`config.mk`:
```
export PLATFORM = sky130hd
export DESIGN_NAME = z80_bus_ctrl
export DESIGN_NICKNAME = d
export VERILOG_FILES = /design/src/rtl/z80_bus_ctrl.sv
export SDC_FILE = /design/constraint.sdc
export NUM_CORES = 1
export LEC_CHECK = 0
export ABC_CLOCK_PERIOD_IN_PS = 3300
export BUFFER_PORTS_ARGS = -buffer_cell sky130_fd_sc_hd__buf_2
export CORE_ASPECT_RATIO = 2
export CORE_MARGIN = 4
export CORE_UTILIZATION = 49
export CTS_BUF_LIST = sky130_fd_sc_hd__clkbuf_4
export DETAILED_ROUTE_END_ITERATION = 10
export PLACE_DENSITY = 0.87
export SYNTH_ARGS = -nofsm -noshare
export SYNTH_HDL_FRONTEND = slang
export SYNTH_SLANG_ARGS = --single-unit
```
`constraint.sdc`:
```
create_clock -name masterclk -period 3.3 [get_ports masterclk]
set_input_delay 0.33 -clock masterclk [delete_from_list [all_inputs] [get_ports masterclk]]
set_output_delay 0.33 -clock masterclk [all_outputs]
set_load 0.1 [all_outputs]
```
`src/rtl/z80_bus_ctrl.sv`:
```
// Z80 bus controller: decodes slave windows, drives one-hot enables and the read mux, and inserts wait states.
// Latency: enables and read data are combinational; wait_n drops in the start cycle; flags update one cycle after the event.
// Backpressure: slv_rdy low holds wait_n low; hung accesses are aborted after TIMEOUT low cycles.
//
// Ports: masterclk/reset_n (sync, active low); CPU side addr, mreq_n, iorq_n, rd_n, wr_n, m1_n, rfsh_n,
//        wait_n, cpu_di, inta; slave side slv_rdy, slv_dout, slv_ena, slv_sel; status bus_err,
//        err_unmapped, err_addr, with err_clr to clear the sticky flags.
module z80_bus_ctrl #(
    parameter int                    NSLAVES  = 4,
    parameter logic [16*NSLAVES-1:0] SLV_BASE = '0,
    parameter logic [16*NSLAVES-1:0] SLV_MASK = '0,
    parameter logic [NSLAVES-1:0]    SLV_IO   = '0,
    parameter logic [4*NSLAVES-1:0]  SLV_WAIT = '0,
    parameter logic [7:0]            OPEN_BUS = 8'hFF,
    parameter int                    TIMEOUT  = 255,
    localparam int                   SELW     = (NSLAVES > 1) ? $clog2(NSLAVES) : 1
) (
    input  logic                   masterclk,
    input  logic                   reset_n,
    input  logic [15:0]            addr,
    input  logic                   mreq_n,
    input  logic                   iorq_n,
    input  logic                   rd_n,
    input  logic                   wr_n,
    input  logic                   m1_n,
    input  logic                   rfsh_n,
    input  logic [NSLAVES-1:0]     slv_rdy,
    input  logic [8*NSLAVES-1:0]   slv_dout,
    input  logic                   err_clr,
    output logic                   wait_n,
    output logic [7:0]             cpu_di,
    output logic [NSLAVES-1:0]     slv_ena,
    output logic [SELW-1:0]        slv_sel,
    output logic                   inta,
    output logic                   bus_err,
    output logic                   err_unmapped,
    output logic [15:0]            err_addr
);

    localparam logic [7:0] TMO = 8'(TIMEOUT);

    typedef enum logic [1:0] {S_IDLE, S_WAIT, S_DONE} state_t;

    state_t            state, state_nxt;
    logic [3:0]        cnt, cnt_nxt;
    logic [7:0]        tcnt, tcnt_nxt;
    logic              abort, abort_nxt;
    logic              unm_set, tmo_set;

    logic              mem_cyc, io_cyc, start;
    logic [NSLAVES-1:0] hit;
    logic              hit_any;
    logic [SELW-1:0]   sel;
    logic [3:0]        sel_wait;
    logic              sel_rdy;
    logic [7:0]        sel_dout;

    // Refresh cycles also pull mreq_n low, and INTA pulls iorq_n low with m1_n; both are excluded.
    assign mem_cyc = ~mreq_n & rfsh_n;
    assign io_cyc  = ~iorq_n & m1_n;
    assign inta    = ~m1_n & ~iorq_n;
    assign start   = (state == S_IDLE) && (mem_cyc || io_cyc) && (!rd_n || !wr_n);

    always_comb begin
        hit = '0;
        for (int i = 0; i < NSLAVES; i++) begin
            hit[i] = (SLV_IO[i] ? io_cyc : mem_cyc) &&
                     ((addr & SLV_MASK[16*i +: 16]) == (SLV_BASE[16*i +: 16] & SLV_MASK[16*i +: 16]));
        end
    end

    // Scan from the top so the lowest-indexed hit is the last one written.
    always_comb begin
        hit_any = 1'b0;
        sel     = '0;
        for (int i = NSLAVES - 1; i >= 0; i--) begin
            if (hit[i]) begin
                hit_any = 1'b1;
                sel     = SELW'(i);
            end
        end
    end

    always_comb begin
        slv_ena = '0;
        if (hit_any) slv_ena[sel] = 1'b1;
    end

    assign slv_sel  = sel;
    assign sel_wait = SLV_WAIT[4*sel +: 4];
    assign sel_rdy  = slv_rdy[sel];
    assign sel_dout = slv_dout[8*sel +: 8];

    // The start cycle is itself the first low wait_n cycle, so cnt holds the waits still owed after
    // it and tcnt starts at 1. The exit cycle releases wait_n combinationally.
    always_comb begin
        state_nxt = state;
        cnt_nxt   = cnt;
        tcnt_nxt  = tcnt;
        abort_nxt = abort;
        wait_n    = 1'b1;
        unm_set   = 1'b0;
        tmo_set   = 1'b0;
        case (state)
            S_IDLE: begin
                if (start) begin
                    if (!hit_any) begin
                        unm_set   = 1'b1;
                        state_nxt = S_DONE;
                    end else begin
                        cnt_nxt  = (sel_wait == 4'd0) ? 4'd0 : sel_wait - 4'd1;
                        tcnt_nxt = 8'd1;
                        if (sel_wait != 4'd0 || !sel_rdy) begin
                            wait_n    = 1'b0;
                            state_nxt = S_WAIT;
                        end else begin
                            state_nxt = S_DONE;
                        end
                    end
                end
            end
            S_WAIT: begin
                if (cnt == 4'd0 && sel_rdy) begin
                    state_nxt = S_DONE;
                end else if (tcnt == TMO) begin
                    tmo_set   = 1'b1;
                    abort_nxt = 1'b1;
                    state_nxt = S_DONE;
                end else begin
                    wait_n   = 1'b0;
                    tcnt_nxt = tcnt + 8'd1;
                    if (cnt != 4'd0) cnt_nxt = cnt - 4'd1;
                end
            end
            S_DONE: begin
                if (rd_n && wr_n) begin
                    state_nxt = S_IDLE;
                    abort_nxt = 1'b0;
                end
            end
            default: state_nxt = S_IDLE;
        endcase
        if (!reset_n) wait_n = 1'b1;
    end

    // An aborted access must not hand the CPU whatever the hung slave is driving.
    always_comb begin
        cpu_di = OPEN_BUS;
        if (!(abort || tmo_set) && hit_any && !rd_n) cpu_di = sel_dout;
    end

    always_ff @(posedge masterclk) begin
        if (!reset_n) begin
            state        <= S_IDLE;
            cnt          <= 4'd0;
            tcnt         <= 8'd0;
            abort        <= 1'b0;
            bus_err      <= 1'b0;
            err_unmapped <= 1'b0;
            err_addr     <= 16'h0000;
        end else begin
            state <= state_nxt;
            cnt   <= cnt_nxt;
            tcnt  <= tcnt_nxt;
            abort <= abort_nxt;
            // A fresh error beats a simultaneous clear.
            if (tmo_set)       bus_err <= 1'b1;
            else if (err_clr)  bus_err <= 1'b0;
            if (unm_set)       err_unmapped <= 1'b1;
            else if (err_clr)  err_unmapped <= 1'b0;
            if (tmo_set || unm_set) err_addr <= addr;
        end
    end

endmodule
```
### Yosys cells after proc, flatten, opt, wreduce, memory -nomap -nowiden

Index checks and enable logic that the tools add are counted.

| cells by class | value |
|---|---|
| add/sub/neg operators | 2 |
| equality and inequality tests | 11 |
| mux-type cells | 40 |
| bitwise logic cells | 6 |
| reduce and logical (&&, ||, !) cells | 24 |

Operator list:

| kind | count |
|---|---|
| 8-bit 2-to-1 mux | 5 |
| 4-bit 2-to-1 mux | 5 |
| 1-bit 2-to-1 mux | 19 |
| 8-bit case mux with 2 select lines | 1 |
| 2-bit inequality test (second input constant) | 7 |
| 2-bit 2-to-1 mux | 6 |
| 8-bit by 1-bit adder with 8-bit output (second input constant) | 1 |
| 8-bit equality test (second input constant) | 1 |
| 4-bit case mux with 2 select lines | 1 |
| 2-bit nonzero test | 4 |
| 1-bit logical AND | 6 |
| 2-bit case mux with 3 select lines | 1 |
| 6-bit AND reduction | 1 |
| 5-bit AND reduction | 1 |
| 4-bit zero test | 1 |
| 1-bit logical OR | 4 |
| 1-bit case mux with 2 select lines | 2 |
| 4-bit AND reduction | 1 |
| 4-bit nonzero test | 1 |
| 4-bit by 1-bit subtractor with 4-bit output (second input constant) | 1 |
| 1-bit bitwise AND | 3 |
| 1-bit zero test | 3 |
| 3-bit inequality test (second input constant) | 1 |
| 1-bit NOT | 3 |
| other kinds (4) | 4 |

| word-level totals | value |
|---|---|
| register bits after elaboration | 33 |
| input port bits | 61 |
| output and inout port bits | 34 |
| word-level logic and storage cells | 90 |

### Depth between registers and ports, before layout

| depth | value |
|---|---|
| word-level depth | 9 |
| depth in mapped cells | 7 |
| gate-level depth less buffers | 6 |

### Worst setup path before layout

Ideal clock, no wire load.

| path | value |
|---|---|
| path kind | register -> output |
| start | reg cnt[0] |
| end | out cpu_di[0] |
| arrival | 2.165 ns |
| data required time | 2.970 ns |
| setup slack | 0.805 ns |
| stages on the path, launching flop included | 7 |
| path buffers | 0 |
| path through | dfxtp_1 -> inv_1 -> ha_1 -> and4bb_4 -> nor4_4 -> or4_4 -> or2_1 |

| between the ends | value |
|---|---|
| longest elaborated chain between the ends | 9 |

Ends and longest elaborated chain:

| element | RTL line | RTL |
|---|---|---|
| start, declared | 45 | `logic [3:0] cnt, cnt_nxt;` |
| start signal, assigned | 163 | `cnt <= cnt_nxt;` |
| 4-bit zero test | 123 | `if (cnt == 4'd0 && sel_rdy) begin` |
| 1-bit logical AND | 123 |  |
| 1-bit 2-to-1 mux | 123 |  |
| 1-bit 2-to-1 mux | 104 | `case (state)` |
| 1-bit logical OR | 149 | `if (!(abort \|\| tmo_set) && hit_any && !rd_n) cpu_di = sel_dout;` |
| 1-bit zero test | 149 |  |
| 1-bit logical AND (2 in series) | 149 |  |
| 8-bit 2-to-1 mux | 149 |  |
| end, declared | 31 | `output logic [7:0] cpu_di,` |

No other way between the ends.

### Worst setup path after layout

| path | value |
|---|---|
| start | reg cnt[0] |
| end | out cpu_di[4] |

The elaborated chain is that of the path after synthesis.

==> qor.txt <==
Layout cells sized above 1: 31.2%
Hold_ws: 0.243 ns
Vias per Instance: 5.56
Later-pin clock latency in the skew report: 0.34 ns
Crit Path Max Fanout: 8
Pin count of the biggest net entering global routing: 27
Fin nets: 331
Via count: 1764
Combinational group share of total power: 31.7%
Post-synth top area cell: dfxtp_1
Sequential share of power: 44.9%
Depth of the CTS H-tree: 2
Worst Path Required: 2.97 ns
Hold Fails Final Rpt: 0
Top cells by area, synth: dfxtp_1 38%, nand3_1 6.6%, a21oi_1 6.3%
Endpoints failing setup: 0
Fmax: 369 MHz
WS Path Type: reg -> out
Worst-path clk slew: 0.10 ns
Post-cts sizing count: 0
Post-Synth Adder-Cell Area: 1.44%
Most common cell after layout, fill and taps aside: buf_2
Pleak: 0.873 nW
Clock sink total: 33
Run status: finished clean
Clock skew: 0.00176 ns
Vias in the first global route: 1660
Die area: 4620 sq um
Drt drc: 0
TritonCTS clock tree: built
Final worst slack: 0.593 ns
TritonCTS Buffers: 5
Final Total Pwr: 0.957 mW
Multiplexer share of the synthesized area: 1.15%
Synthesized instance count: 208
Power per cell area: 457 nW/um^2
Mapped Avg Cell Area: 8.36 sq um
Sw Share: 39.8%
Clock power share: 23.4%
Critical Path End Type: output pin
Synth unique cells: 49
Most frequent cells in the layout: 62 x buf_2, 33 x dfxtp_1, 23 x nand3_1
Place WS: 0.966 ns
Number of max-slew violations in the final report: 0
Clk root buf: clkbuf_4
DRT antenna net count: 0
Peak ir drop on the vdd network: 0.306 mV
Longest Clk Path Bufs: 2
Placed wire-length estimate: 3.29 mm
Die height: 92.2 um
Synth top area share: 38.0%
GRT Total Usage: 19.0%
Cell Int Power: 0.576 mW
Hold_sp: addr[14]
Complex-gate fraction of the synthesized area: 24.3%
Synth Cell Area: 1740 sq um
Total negative slack: 0 ns
GRT overflow: 0
Synth Warn #: 0
Worst Max-Slew Pin Slew: 0.682 ns
Area Overhead vs Synth: 20.6%
Worst min path class: in -> reg
Final period utilization: 82.0%
Part of the Yosys area used for sequential elements: 38.0%
Post-Synth XOR/XNOR Area: 0%
Die width: 50.1 um
RSZ-0062 raised after global routing: no
Minimum clock period: 2.71 ns
Post-Synth Simple-Gate Area: 27.4%
Initial antenna violation count: 0
Arrival time of the worst setup path: 2.38 ns
DR WL/cell: 13.6 um
Core Area: 3420 sq um
Final GP Congestion: 0.883
Largest family of logic cells by synthesized area: simple AND/OR/NAND/NOR gates
Port buffer count: 62
Maxcap violations: 0
Drt total wl: 4.30 mm
1st-iter DRT viols: 43
I/O pin count: 95
Setup bufs post-CTS: 0
Core Rows: 30
CP Launch Type: register
Total iterations of the first detailed-routing run: 4
Worst Setup SP: cnt[0]$_SDFFE_PN0P_
Diode count: 0
Starting Density: 50.9%
Global-route wire length before repair: 6.98 mm
Switch Pwr: 0.381 mW
Cts hold-fix bufs: 0
RR Startpoint: tcnt[0]$_SDFFE_PN0P_
Slew HR: 54.4%
Synthesized flop and latch total: 33
==> power by group through the flow <==
stage          combinational [mW]  sequential (mW)  clock (mW)
2_1_floorplan               0.182            0.506           0
6_report                    0.303            0.430       0.224
5_1_grt                     0.324            0.433       0.247
4_1_cts                     0.303            0.430       0.231
3_3_place_gp                0.299            0.439           0
3_5_place_dp                0.302            0.439           0
==> cell families after synthesis <==
kind of cell / Yosys count
buffers and inverters: 23
and+or+nand+nor: 79
muxes: 2
DFF: 33
other: 1
AOI/OAI and AO/OA: 68
adders and majority gates: 2
==> state kept, by name, indices dropped and copies added (netlist names) <==
name and count:
bus_err 1, state 2, err_unmapped 1, tcnt 8, err_addr 16, cnt 4
abort 1
==> routing by layer <==
metal / vias to the layer above / part of all wire [%] / GRT usage [%]
met4: 0 / 1.8 / 8.31
met2: 59 / 55 / 36.7
met3: 8 / 5.8 / 4.23
li1: 882 / - / -
met1: 815 / 37 / 17.9
met5: - / 0 / 0
==> area by class of cell <==
cell class	count	area (sq um)
clock inverter	2	10.0
clock buffer	6	45.0
multi-input combinational	156	961
sequential	33	661
inverter	7	26.3
timing repair buffer	65	333
tap	48	60.1
fill	319	1320
==> final timing paths <==
kind	endpoint	slack [ns]	cells after the start
max	cpu_di[4]	0.59	7
max reg2reg	cnt[2]$_SDFFE_PN0P_	1.39	5
min	err_addr[14]$_SDFFE_PN0P_	0.24	3
min reg2reg	err_addr[11]$_SDFFE_PN0P_	0.47	2
==> stage by stage <==
step | instance area [sq um] | utilization (%) | cells
finish | 2100 | 61.4 | 317
global route | 2100 | 61.4 | 317
CTS | 2100 | 61.4 | 317
detailed placement | 2040 | 59.7 | 309
global placement | 2040 | 59.7 | 309
floorplan | 1750 | - | 212
==> critical path, cell delays in order, from the launching register on <==
cell and delay (ns):
dfxtp_1 0.34, inv_1 0.06, ha_1 0.23, and4bb_4 0.34
nor4_4 0.07, or4_4 0.47, or2_1 0.23, buf_2 0.29
==> Yosys cell counts, drive strengths merged <==
| cell | instances |
|---|---|
| nor3 | 3 |
| o211ai | 1 |
| a21oi | 23 |
| a22o | 1 |
| clkinv | 1 |
| a311oi | 2 |
| nand4 | 5 |
| a21boi | 1 |
| nor2b | 2 |
| or4 | 1 |
| a2111oi | 2 |
| and4 | 3 |
| buf | 12 |
| nand4bb | 1 |
| o22ai | 4 |
| nand3 | 23 |
| o211a | 1 |
| a211oi | 3 |
| o32ai | 1 |
| conb | 1 |
| o21ai | 21 |
| nor2 | 6 |
| inv | 6 |
| nand2b | 5 |
| a21o | 1 |
| nor4 | 2 |
| and3 | 2 |
| or3 | 2 |
| clkbuf | 4 |
| o31ai | 1 |
| ha | 2 |
| and4bb | 1 |
| a221o | 1 |
| dfxtp | 33 |
| nand3b | 1 |
| mux2i | 2 |
| or2 | 8 |
| a31oi | 5 |
| nand2 | 14 |
Note: power is estimated with default switching activity, not from simulation.
